[src/rtl/i2c_mux_ctrl.sv]
// i2c_mux_ctrl: sequencing controller for the PCA9548 8-channel I2C switch.
//
// Holds the switch in reset after power-up (and again on s_reset_req), then
// accepts channel-select requests and turns each one into a single
// start+write+stop command with one data byte for the shared I2C master.
// cur_mask tracks the mask the switch is known to hold.
//
// Optional build macro: I2C_MUX_READBACK_EN. When it is defined, every good
// write is followed by a start+read+stop of the control register, and
// cur_mask is only updated if the byte read back matches.
//
// Ports:
//   clk, rst_n                         clock, async active-low reset
//   s_sel_mask/valid/ready/force       channel-select request
//   s_reset_req                        pulse: re-run the mux reset sequence
//   m_axis_cmd_*                       command word to the I2C master
//   m_axis_tx_*                        write byte to the I2C master
//   s_axis_rx_* (readback build only)  read byte from the I2C master
//   i2c_busy, i2c_missed_ack           status from the I2C master
//   i2c_mux_reset_n                    switch reset pin, active low
//   cur_mask, ready, error             status
//
// state      | meaning
// -----------+--------------------------------------------------------------
// RST_HOLD   | mux reset pin low for RESET_CYCLES, cur_mask forced to 0
// SETTLE     | reset released, wait SETTLE_CYCLES before first transaction
// IDLE       | accept select requests / reset requests
// CMD        | present write command word until accepted
// DATA       | present mask byte until accepted
// WAIT_START | wait for the master to go busy (bounded)
// WAIT_DONE  | collect missed-ack while busy, finish when busy falls
// CMD_RD     | (readback) present read command word until accepted
// RD_WAIT    | (readback) take one rx byte, finish when busy falls

module i2c_mux_ctrl #(
    parameter logic [6:0]  MUX_ADDR      = 7'h74,
    parameter int unsigned RESET_CYCLES  = 1250,
    parameter int unsigned SETTLE_CYCLES = 125
) (
    input  logic        clk,
    input  logic        rst_n,
    input  logic [7:0]  s_sel_mask,
    input  logic        s_sel_valid,
    output logic        s_sel_ready,
    input  logic        s_sel_force,
    input  logic        s_reset_req,
    output logic [11:0] m_axis_cmd_tdata,
    output logic        m_axis_cmd_tvalid,
    input  logic        m_axis_cmd_tready,
    output logic [7:0]  m_axis_tx_tdata,
    output logic        m_axis_tx_tvalid,
    input  logic        m_axis_tx_tready,
    output logic        m_axis_tx_tlast,
`ifdef I2C_MUX_READBACK_EN
    input  logic [7:0]  s_axis_rx_tdata,
    input  logic        s_axis_rx_tvalid,
    output logic        s_axis_rx_tready,
`endif
    input  logic        i2c_busy,
    input  logic        i2c_missed_ack,
    output logic        i2c_mux_reset_n,
    output logic [7:0]  cur_mask,
    output logic        ready,
    output logic        error
);

    // {stop, write_multiple, write, read, start, addr}
    localparam logic [11:0] CMD_WR_WORD = {1'b1, 1'b0, 1'b1, 1'b0, 1'b1, MUX_ADDR};
    localparam logic [11:0] CMD_RD_WORD = {1'b1, 1'b0, 1'b0, 1'b1, 1'b1, MUX_ADDR};
    localparam logic [15:0] RST_LAST    = 16'(RESET_CYCLES - 1);
    localparam logic [15:0] SET_LAST    = 16'(SETTLE_CYCLES - 1);
    // Counter restarts at 0 on state entry, so leaving at 0xFFFE bounds the
    // wait to 65535 cycles.
    localparam logic [15:0] TMO_LAST    = 16'hFFFE;

    typedef enum logic [3:0] {
        ST_RST_HOLD, ST_SETTLE, ST_IDLE, ST_CMD, ST_DATA,
        ST_WAIT_START, ST_WAIT_DONE, ST_CMD_RD, ST_RD_WAIT
    } state_t;

    state_t      state_q, state_d;
    logic [15:0] cnt_q, cnt_d;
    logic [7:0]  mask_q, mask_d;
    logic [7:0]  cur_mask_q, cur_mask_d;
    logic        error_q, error_d;
    logic        nack_q, nack_d;
    logic        pend_q, pend_d;
    logic        cnt_clr;
`ifdef I2C_MUX_READBACK_EN
    logic [7:0]  rx_q, rx_d;
    logic        rx_got_q, rx_got_d;
`endif

    always_ff @(posedge clk or negedge rst_n) begin
        if (!rst_n) begin
            state_q    <= ST_RST_HOLD;
            cnt_q      <= '0;
            mask_q     <= '0;
            cur_mask_q <= '0;
            error_q    <= 1'b0;
            nack_q     <= 1'b0;
            pend_q     <= 1'b0;
`ifdef I2C_MUX_READBACK_EN
            rx_q       <= '0;
            rx_got_q   <= 1'b0;
`endif
        end else begin
            state_q    <= state_d;
            cnt_q      <= cnt_d;
            mask_q     <= mask_d;
            cur_mask_q <= cur_mask_d;
            error_q    <= error_d;
            nack_q     <= nack_d;
            pend_q     <= pend_d;
`ifdef I2C_MUX_READBACK_EN
            rx_q       <= rx_d;
            rx_got_q   <= rx_got_d;
`endif
        end
    end

    always_comb begin
        state_d    = state_q;
        cnt_d      = cnt_q + 16'd1;
        cnt_clr    = 1'b0;
        mask_d     = mask_q;
        cur_mask_d = cur_mask_q;
        error_d    = error_q;
        nack_d     = nack_q;
        // A reset request mid-transaction is remembered until the current
        // handshake completes.
        pend_d     = pend_q | s_reset_req;
`ifdef I2C_MUX_READBACK_EN
        rx_d       = rx_q;
        rx_got_d   = rx_got_q;
`endif
        case (state_q)
            ST_RST_HOLD: begin
                pend_d = 1'b0;
                if (s_reset_req)            cnt_clr = 1'b1;
                else if (cnt_q == RST_LAST) state_d = ST_SETTLE;
            end
            ST_SETTLE: begin
                pend_d = 1'b0;
                if (s_reset_req)            state_d = ST_RST_HOLD;
                else if (cnt_q == SET_LAST) state_d = ST_IDLE;
            end
            ST_IDLE: begin
                pend_d = 1'b0;
                if (s_reset_req) begin
                    state_d = ST_RST_HOLD;
                end else if (s_sel_valid) begin
                    mask_d = s_sel_mask;
                    if ((s_sel_mask != cur_mask_q) || s_sel_force) begin
                        error_d = 1'b0;
                        nack_d  = 1'b0;
                        state_d = ST_CMD;
                    end
                end
            end
            ST_CMD: begin
                if (m_axis_cmd_tready) state_d = pend_d ? ST_RST_HOLD : ST_DATA;
            end
            ST_DATA: begin
                if (m_axis_tx_tready) state_d = pend_d ? ST_RST_HOLD : ST_WAIT_START;
            end
            ST_WAIT_START: begin
                nack_d = nack_q | (i2c_busy & i2c_missed_ack);
                if (pend_d) begin
                    state_d = ST_RST_HOLD;
                end else if (i2c_busy) begin
                    state_d = ST_WAIT_DONE;
                end else if (cnt_q == TMO_LAST) begin
                    error_d = 1'b1;
                    state_d = ST_IDLE;
                end
            end
            ST_WAIT_DONE: begin
                nack_d = nack_q | (i2c_busy & i2c_missed_ack);
                if (pend_d) begin
                    state_d = ST_RST_HOLD;
                end else if (!i2c_busy) begin
                    if (nack_q) begin
                        error_d = 1'b1;
                        state_d = ST_IDLE;
                    end else begin
`ifdef I2C_MUX_READBACK_EN
                        state_d = ST_CMD_RD;
`else
                        cur_mask_d = mask_q;
                        state_d    = ST_IDLE;
`endif
                    end
                end
            end
`ifdef I2C_MUX_READBACK_EN
            ST_CMD_RD: begin
                rx_got_d = 1'b0;
                if (m_axis_cmd_tready) state_d = pend_d ? ST_RST_HOLD : ST_RD_WAIT;
            end
            ST_RD_WAIT: begin
                nack_d = nack_q | (i2c_busy & i2c_missed_ack);
                if (s_axis_rx_tvalid && !rx_got_q) begin
                    rx_d     = s_axis_rx_tdata;
                    rx_got_d = 1'b1;
                end
                if (pend_d) begin
                    state_d = ST_RST_HOLD;
                end else if (rx_got_q && !i2c_busy) begin
                    if (nack_q || (rx_q != mask_q)) error_d    = 1'b1;
                    else                            cur_mask_d = mask_q;
                    state_d = ST_IDLE;
                end else if (cnt_q == TMO_LAST) begin
                    error_d = 1'b1;
                    state_d = ST_IDLE;
                end
            end
`endif
            default: state_d = ST_RST_HOLD;
        endcase
        if (cnt_clr || (state_d != state_q)) cnt_d = '0;
        // The switch powers up with all channels off.
        if (state_d == ST_RST_HOLD) cur_mask_d = '0;
    end

    always_comb begin
        i2c_mux_reset_n   = (state_q != ST_RST_HOLD);
        ready             = (state_q == ST_IDLE);
        // A simultaneous reset request wins, so the select is not accepted.
        s_sel_ready       = (state_q == ST_IDLE) && !s_reset_req;
        m_axis_cmd_tvalid = (state_q == ST_CMD) || (state_q == ST_CMD_RD);
        m_axis_cmd_tdata  = (state_q == ST_CMD_RD) ? CMD_RD_WORD : CMD_WR_WORD;
        m_axis_tx_tvalid  = (state_q == ST_DATA);
        m_axis_tx_tdata   = mask_q;
        m_axis_tx_tlast   = 1'b1;
`ifdef I2C_MUX_READBACK_EN
        s_axis_rx_tready  = (state_q == ST_RD_WAIT);
`endif
        cur_mask          = cur_mask_q;
        error             = error_q;
    end

endmodule

[config.mk]
export PLATFORM = sky130hd
export DESIGN_NAME = i2c_mux_ctrl
export DESIGN_NICKNAME = d
export VERILOG_FILES = /design/src/rtl/i2c_mux_ctrl.sv
export SDC_FILE = /design/constraint.sdc
export NUM_CORES = 1
export LEC_CHECK = 0
export CORE_UTILIZATION = 55
export DETAILED_ROUTE_END_ITERATION = 10
export GPL_TIMING_DRIVEN = 1
export PLACE_DENSITY = 0.83
export SETUP_SLACK_MARGIN = 0.4
export SYNTH_ARGS = -nofsm -noshare
export SYNTH_HDL_FRONTEND = slang
export SYNTH_SLANG_ARGS = --single-unit
[constraint.sdc]
create_clock -name clk -period 3.55 [get_ports clk]
set_clock_uncertainty 0.2 [all_clocks]
set_input_delay 0.71 -clock clk [delete_from_list [all_inputs] [get_ports clk]]
set_output_delay 0.71 -clock clk [all_outputs]
set_load 0.01 [all_outputs]
==> results.md, run 1 <==
## Floorplanning
* width of the die: 68.6 um
* Die Footprint: 0.00470 mm2
* io pins: 52
* count of standard-cell rows: 23
* Initial Utilization: 0.592
* die outline height: 68.6 um
* core region area: 0.00412 mm2

## Synth
* area share of the leading cell type in the synthesized netlist: 0.400
* predominant post-synthesis flop cell: sky130_fd_sc_hd__dfrtp_1
* warnings from Yosys: 0
* Seq cells post-synth: 39
* count of different cell masters after synthesis: 56
* share of synthesized area occupied by flip-flops and latches: 0.400
* largest area contributor in the synthesized netlist: sky130_fd_sc_hd__dfrtp_1
* post-synthesis cell count: 240
* area of the mapped netlist: 0.00244 mm2
* Post-Synthesis Mean Instance Area: 10.2 um2
* fraction of registers with async set/reset: 1.00
* count of flip-flops with a built-in enable after synthesis: 0
* cell types occupying the most area after synthesis: sky130_fd_sc_hd__dfrtp_1, sky130_fd_sc_hd__xor2_1, sky130_fd_sc_hd__nor3_1

## GRT
* antenna violations before repair: 0
* aggregate global-route resource usage: 0.259
* grt total ovfl: 0
* pin count of the biggest net entering global routing: 40
* wire length of the first global-routing pass: 8800 um
* via count of the first global-routing pass: 1814

## Worst hold path
* worst hold-check path type: in2async

## Placement
* dpl hpwl: 3740 um
* count of input and output buffers: 40
* routability congestion estimate from global placement: 0.873

## Worst setup path
* slowest cell delay on critical path: 670 ps
* worst-case register-to-register setup slack: 920 ps
* r2r startpoint: state_q[1]
* FF-to-FF End: cnt_q[8]
* highest net fanout along the worst path: 12
* dominant delay contributor by cell family on the critical path: flip-flops
* startpoint class of the critical path: register
* endpoint class of the critical path: output port
* cell-by-cell listing of the critical path: nand2_1 -> or2_2 -> inv_1 -> clkdlybuf4s50_1
* Arrival @ worst endpoint: 2130 ps
* data required time of the critical path: 2640 ps
* depth of the worst register-to-register path: 7
* Slowest cell on crit path: sky130_fd_sc_hd__dfrtp_1
* critical path class: reg2out
* number of buffer and inverter instances along the worst setup path: 2

## Detailed routing
* sum of routed wire length over all layers: 5450 um
* drt wl/cell: 16.5 um
* number of iterations in the first detailed-routing pass: 4
* ANT nets after route: 0
* number of DRC violations after detailed routing: 0
* average via count per standard cell: 5.89
* routed vias: 1951
* drt initial violations: 253

## STA
* Max Slew Vio Count: 0
* Tcrit/Tclk final: 0.857
* time the worst path needs with I/O delays and setup: 3040 ps
* headroom to the max-slew limit: 0.433
* RSZ-0062 raised after global routing: no
* maximum clock frequency: 0.329 GHz
* transition time at the pin with the least slew margin: 850 ps
* final sum of negative setup slack: 0 ps
* final count of negative-setup-slack endpoints: 0
* count of endpoints failing hold in the final timing report: 0

## Final layout
* Filler cells: 303
* layout net count: 301
* Util after Layout: 0.710
* layout overhead on the synthesized area: 19.8%
* count of inserted antenna diode cells: 0
* proportion of layout cells with a drive suffix above 1: 0.132

## Pwr
* Psw: 0.000205 W
* fraction of power consumed by combinational cells: 0.078
* worst voltage drop across the vdd grid: 0.301 mV
* LEAKAGE: 1.20 nW
* Int Pwr: 0.000707 W
* Power Dens Cells: 312 mW/mm2
* part of the power in registers: 0.498
* switching share of power: 0.225
* clock share of power: 0.424

## CTS
* clock-pin slew of the registers on the worst-case setup and hold paths: 80 ps
* cell at the root of the clock tree: sky130_fd_sc_hd__clkbuf_8
* CTS H-tree lvls: 2
* number of buffers created by CTS: 5
* total number of clock tree sinks: 39
* source-to-sink clock delay at the later pin of the worst-skew pair: 290 ps
* clock tree from TritonCTS: built
* maximum number of buffers from clock root to sink: 2

## Run
* maximum capacitance violations: 0

## Status
* result of the run: completed

layer usage:
metal,share of wire,track usage,up-vias
li1,-,-,922
met1,0.45,0.358,929
met2,0.47,0.390,86
met3,0.060,0.0609,14
met4,0.020,0.107,0
met5,0,0,-
metrics by stage:
stage          power [W]  cell area (um2)  instances  hold slack (ps)  setup slack [ps]
6_report        0.000912             2920        331              320               507
3_5_place_dp    0.000534             2780        322              322               292
4_1_cts         0.000916             2900        330              333               513
2_1_floorplan   0.000504             2470        250              214              1140
3_3_place_gp    0.000533             2780        322              317               378
5_1_grt         0.000938             2920        331              357               404
cell usage in the layout, fill, tap and decap left out, types with 2 or more instances in the layout:
cell / netlist / routed
sky130_fd_sc_hd__a21oi_1: 4 / 4
sky130_fd_sc_hd__a31oi_1: 4 / 4
sky130_fd_sc_hd__and4_1: 2 / 2
sky130_fd_sc_hd__and4_2: 2 / 2
sky130_fd_sc_hd__clkbuf_8: 2 / 6
sky130_fd_sc_hd__clkdlybuf4s50_1: 0 / 39
sky130_fd_sc_hd__conb_1: 2 / 12
sky130_fd_sc_hd__dfrtp_1: 39 / 39
sky130_fd_sc_hd__ha_1: 4 / 4
sky130_fd_sc_hd__inv_1: 11 / 11
sky130_fd_sc_hd__mux2_2: 8 / 8
sky130_fd_sc_hd__mux2i_1: 9 / 9
sky130_fd_sc_hd__nand2_1: 6 / 6
sky130_fd_sc_hd__nand3_1: 8 / 8
sky130_fd_sc_hd__nand3_2: 2 / 2
sky130_fd_sc_hd__nand3b_1: 2 / 2
sky130_fd_sc_hd__nand4_1: 6 / 6
sky130_fd_sc_hd__nor2_1: 22 / 22
sky130_fd_sc_hd__nor3_1: 23 / 23
sky130_fd_sc_hd__nor3b_1: 2 / 2
sky130_fd_sc_hd__nor4_1: 4 / 4
sky130_fd_sc_hd__nor4b_1: 3 / 3
sky130_fd_sc_hd__o21ai_0: 4 / 4
sky130_fd_sc_hd__or2_2: 3 / 3
sky130_fd_sc_hd__xnor2_1: 7 / 7
sky130_fd_sc_hd__xor2_1: 16 / 16
registers in the layout, indices dropped and copies added (netlist names):
signal / count
cnt_q: 16
error: 1
m_axis_tx_tdata: 8
nack_q: 1
state_q: 4
cur_mask: 8
pend_q: 1
repair_timing:
action | CTS | global route
resized for setup | 0 | 0
hold endpoints to repair | 0 | 0
setup buffers | 0 | 1
setup endpoints to repair | 0 | 11
hold buffers | 0 | 0
kinds of logic (layout without fill, tap and decap cells):
kind of cell / count (synthesis) / in the layout / synth area share
compound gates: 24 / 24 / 0.0698
xor+xnor: 23 / 23 / 0.0826
fa+ha+maj: 4 / 4 / 0.0205
buf+inv: 30 / 61 / 0.0816
flops: 39 / 39 / 0.400
mux: 18 / 18 / 0.0832
other cells: 2 / 12 / 0.00308
simple gates: 100 / 100 / 0.259
power groups by stage:
| stage | clock network [W] | registers, W | logic [W] |
|---|---|---|---|
| after global routing | 0.000404 | 0.000455 | 0.0000795 |
| after global placement | 0 | 0.000463 | 0.0000698 |
| final | 0.000386 | 0.000454 | 0.0000712 |
| after detailed placement | 0 | 0.000463 | 0.0000706 |
| after CTS | 0.000390 | 0.000454 | 0.0000714 |
| after floorplan | 0 | 0.000461 | 0.0000425 |
how the worst max path moves through the flow:
stage,startpoint,end,slack (ps),depth (start not counted)
2_1_floorplan,s_sel_mask[5],cnt_q[14],1140,7
3_3_place_gp,s_reset_req,cnt_q[15],380,7
3_5_place_dp,s_reset_req,cnt_q[15],290,7
4_1_cts,s_reset_req,s_sel_ready,510,3
5_1_grt,state_q[0],m_axis_cmd_tdata[8],400,4
6_report,state_q[0],m_axis_cmd_tdata[8],510,4
final cells by class:
cell class	instances	area, um2	share of cell area
clock buffer	6	82.6	0.0283
clock inverter	2	35.0	0.0120
inverter	11	41.3	0.0141
multi-input combinational	181	1300	0.445
sequential	39	976	0.334
tap	50	62.6	0.0214
timing repair buffer	42	423	0.145
synthesized netlist by cell type (all sizes together), types with 2 or more instances:
| master | number |
|---|---|
| buf | 17 |
| a21oi | 4 |
| xor2 | 16 |
| or4 | 2 |
| nor4 | 5 |
| mux2 | 8 |
| inv | 11 |
| nand3 | 10 |
| o21ai | 4 |
| clkbuf | 2 |
| conb | 2 |
| ha | 4 |
| nand2 | 7 |
| a31oi | 4 |
| nand4 | 7 |
| or2 | 3 |
| nor2 | 22 |
| nand3b | 2 |
| nor3b | 3 |
| and4 | 4 |
| dfrtp | 39 |
| nand2b | 2 |
| mux2i | 10 |
| nor4b | 3 |
| xnor2 | 7 |
| nor3 | 25 |
(Power assumes the default switching activity.)
==> run 2: changes to the inputs <==
- PLACE_DENSITY: 0.83 -> not set
- PLACE_DENSITY_LB_ADDON: not set -> 0.2
==> run 2 against run 1 <==
Compared with the run above: highest routed layer unchanged; cell area decreased by 1.1%; sequential cell count unchanged; via count shrank 1.7%; core utilization decreased by 0.76 points; die area stayed put; power is 7.1% lower; critical path depth decreased by 1; largest cell class unchanged; setup slack gained 22 ps; fmax increased by 0.74%; clock-buffer cell count unchanged.
==> results.md, run 2 (synthesized netlist as in run 1, its figures left out) <==
## Pwr
* Total Power: 0.000847 W
* Int Pwr: 0.000638 W
* Power Dens Cells: 293 mW/mm2
* worst voltage drop across the vdd grid: 0.298 mV
* LEAKAGE: 1.18 nW
* clock share of power: 0.380
* switching share of power: 0.247
* fraction of power consumed by combinational cells: 0.084
* part of the power in registers: 0.536
* Psw: 0.000209 W

## STA
* final sum of negative setup slack: 0 ps
* transition time at the pin with the least slew margin: 862 ps
* Tcrit/Tclk final: 0.851
* count of endpoints failing hold in the final timing report: 0
* headroom to the max-slew limit: 0.425
* Max Slew Vio Count: 0
* Hold WS: 324 ps
* RSZ-0062 raised after global routing: no
* time the worst path needs with I/O delays and setup: 3020 ps
* final count of negative-setup-slack endpoints: 0
* maximum clock frequency: 0.331 GHz

## Run
* maximum capacitance violations: 0

## Worst setup path
* startpoint class of the critical path: primary input
* highest net fanout along the worst path: 11
* Critical Path Source: s_reset_req
* critical path class: in2out
* Arrival @ worst endpoint: 2110 ps
* endpoint class of the critical path: output port
* r2r startpoint: state_q[1]
* depth of the worst register-to-register path: 6
* data required time of the critical path: 2640 ps
* worst-case register-to-register setup slack: 870 ps
* FF-to-FF End: cnt_q[11]

## Final layout
* proportion of layout cells with a drive suffix above 1: 0.132
* Util after Layout: 0.702
* number of flip-flops under the largest register name: 16
* Filler cells: 318
* count of inserted antenna diode cells: 0
* layout overhead on the synthesized area: 18.5%
* largest register by flop count: cnt_q
* post-route standard cell area excluding fillers: 0.00289 mm2
* commonest non-fill, non-tap cells in the layout: sky130_fd_sc_hd__dfrtp_1, sky130_fd_sc_hd__clkdlybuf4s50_1, sky130_fd_sc_hd__nor3_1
* layout net count: 301

## Floorplanning
* Die Footprint: 0.00470 mm2
* count of standard-cell rows: 23
* Initial Utilization: 0.592
* width of the die: 68.6 um
* core region area: 0.00412 mm2
* die outline height: 68.6 um
* io pins: 52

## CTS
* hold_buf cts: 0
* number of buffers created by CTS: 5
* clock tree from TritonCTS: built
* clock-pin slew of the registers on the worst-case setup and hold paths: 80 ps
* cell at the root of the clock tree: sky130_fd_sc_hd__clkbuf_8
* # Post-CTS Setup Buffers: 0
* CTS H-tree lvls: 2
* total number of clock tree sinks: 39
* source-to-sink clock delay at the later pin of the worst-skew pair: 290 ps
* maximum number of buffers from clock root to sink: 2
* number of gates resized after CTS: 0

## GRT
* via count of the first global-routing pass: 1777
* aggregate global-route resource usage: 0.250
* grt total ovfl: 0
* antenna violations before repair: 0
* pin count of the biggest net entering global routing: 40
* wire length of the first global-routing pass: 8510 um

## Detailed routing
* drt wl/cell: 16.1 um
* number of DRC violations after detailed routing: 0
* ANT nets after route: 0
* average via count per standard cell: 5.79
* number of iterations in the first detailed-routing pass: 4
* routed vias: 1917
* drt initial violations: 151
* sum of routed wire length over all layers: 5320 um

## Placement
* routability congestion estimate from global placement: 0.853
* count of input and output buffers: 40
* dpl hpwl: 3860 um
* cell area reported after detailed placement: 0.00279 mm2

## Status
* result of the run: completed

## Worst hold path
* worst hold-check path type: in2async

run 2: critical path: stages:
cell                              delay, ps
sky130_fd_sc_hd__clkdlybuf4s50_1        590
sky130_fd_sc_hd__nor3_1                 250
sky130_fd_sc_hd__clkdlybuf4s50_1        560
run 2: layout make-up:
cell class                 instances  area, um2  share of cell area
timing repair buffer              42        410               0.142
clock inverter                     2       16.3             0.00563
multi-input combinational        181       1300               0.450
sequential                        39        976               0.338
tap                               50       62.6              0.0217
inverter                          11       41.3              0.0143
clock buffer                       6       82.6              0.0286
run 2: layer usage:
metal	track usage	routed length [um]
met1	0.352	2440
met2	0.391	2520
met3	0.0592	295
met4	0.0521	63
met5	0	0
run 2: metrics by stage:
step / std cells / setup slack, ps
2_1_floorplan: 250 / 1140
4_1_cts: 331 / 552
3_3_place_gp: 323 / 396
6_report: 331 / 529
3_5_place_dp: 323 / 302
5_1_grt: 331 / 409
run 2: worst max-delay path by stage:
| stage | to | slack (ps) | depth (start not counted) |
|---|---|---|---|
| 2_1_floorplan | cnt_q[14] | 1140 | 7 |
| 3_3_place_gp | cnt_q[3] | 400 | 7 |
| 3_5_place_dp | cnt_q[12] | 300 | 7 |
| 4_1_cts | s_sel_ready | 550 | 3 |
| 5_1_grt | cnt_q[12] | 410 | 7 |
| 6_report | s_sel_ready | 530 | 3 |
run 2: power groups by stage:
stage | clock [W] | combinational, W | sequential, W
finish | 0.000322 | 0.0000710 | 0.000454
global route | 0.000342 | 0.0000782 | 0.000455
CTS | 0.000328 | 0.0000714 | 0.000454
detailed placement | 0 | 0.0000705 | 0.000463
global placement | 0 | 0.0000698 | 0.000463
floorplan | 0 | 0.0000425 | 0.000461
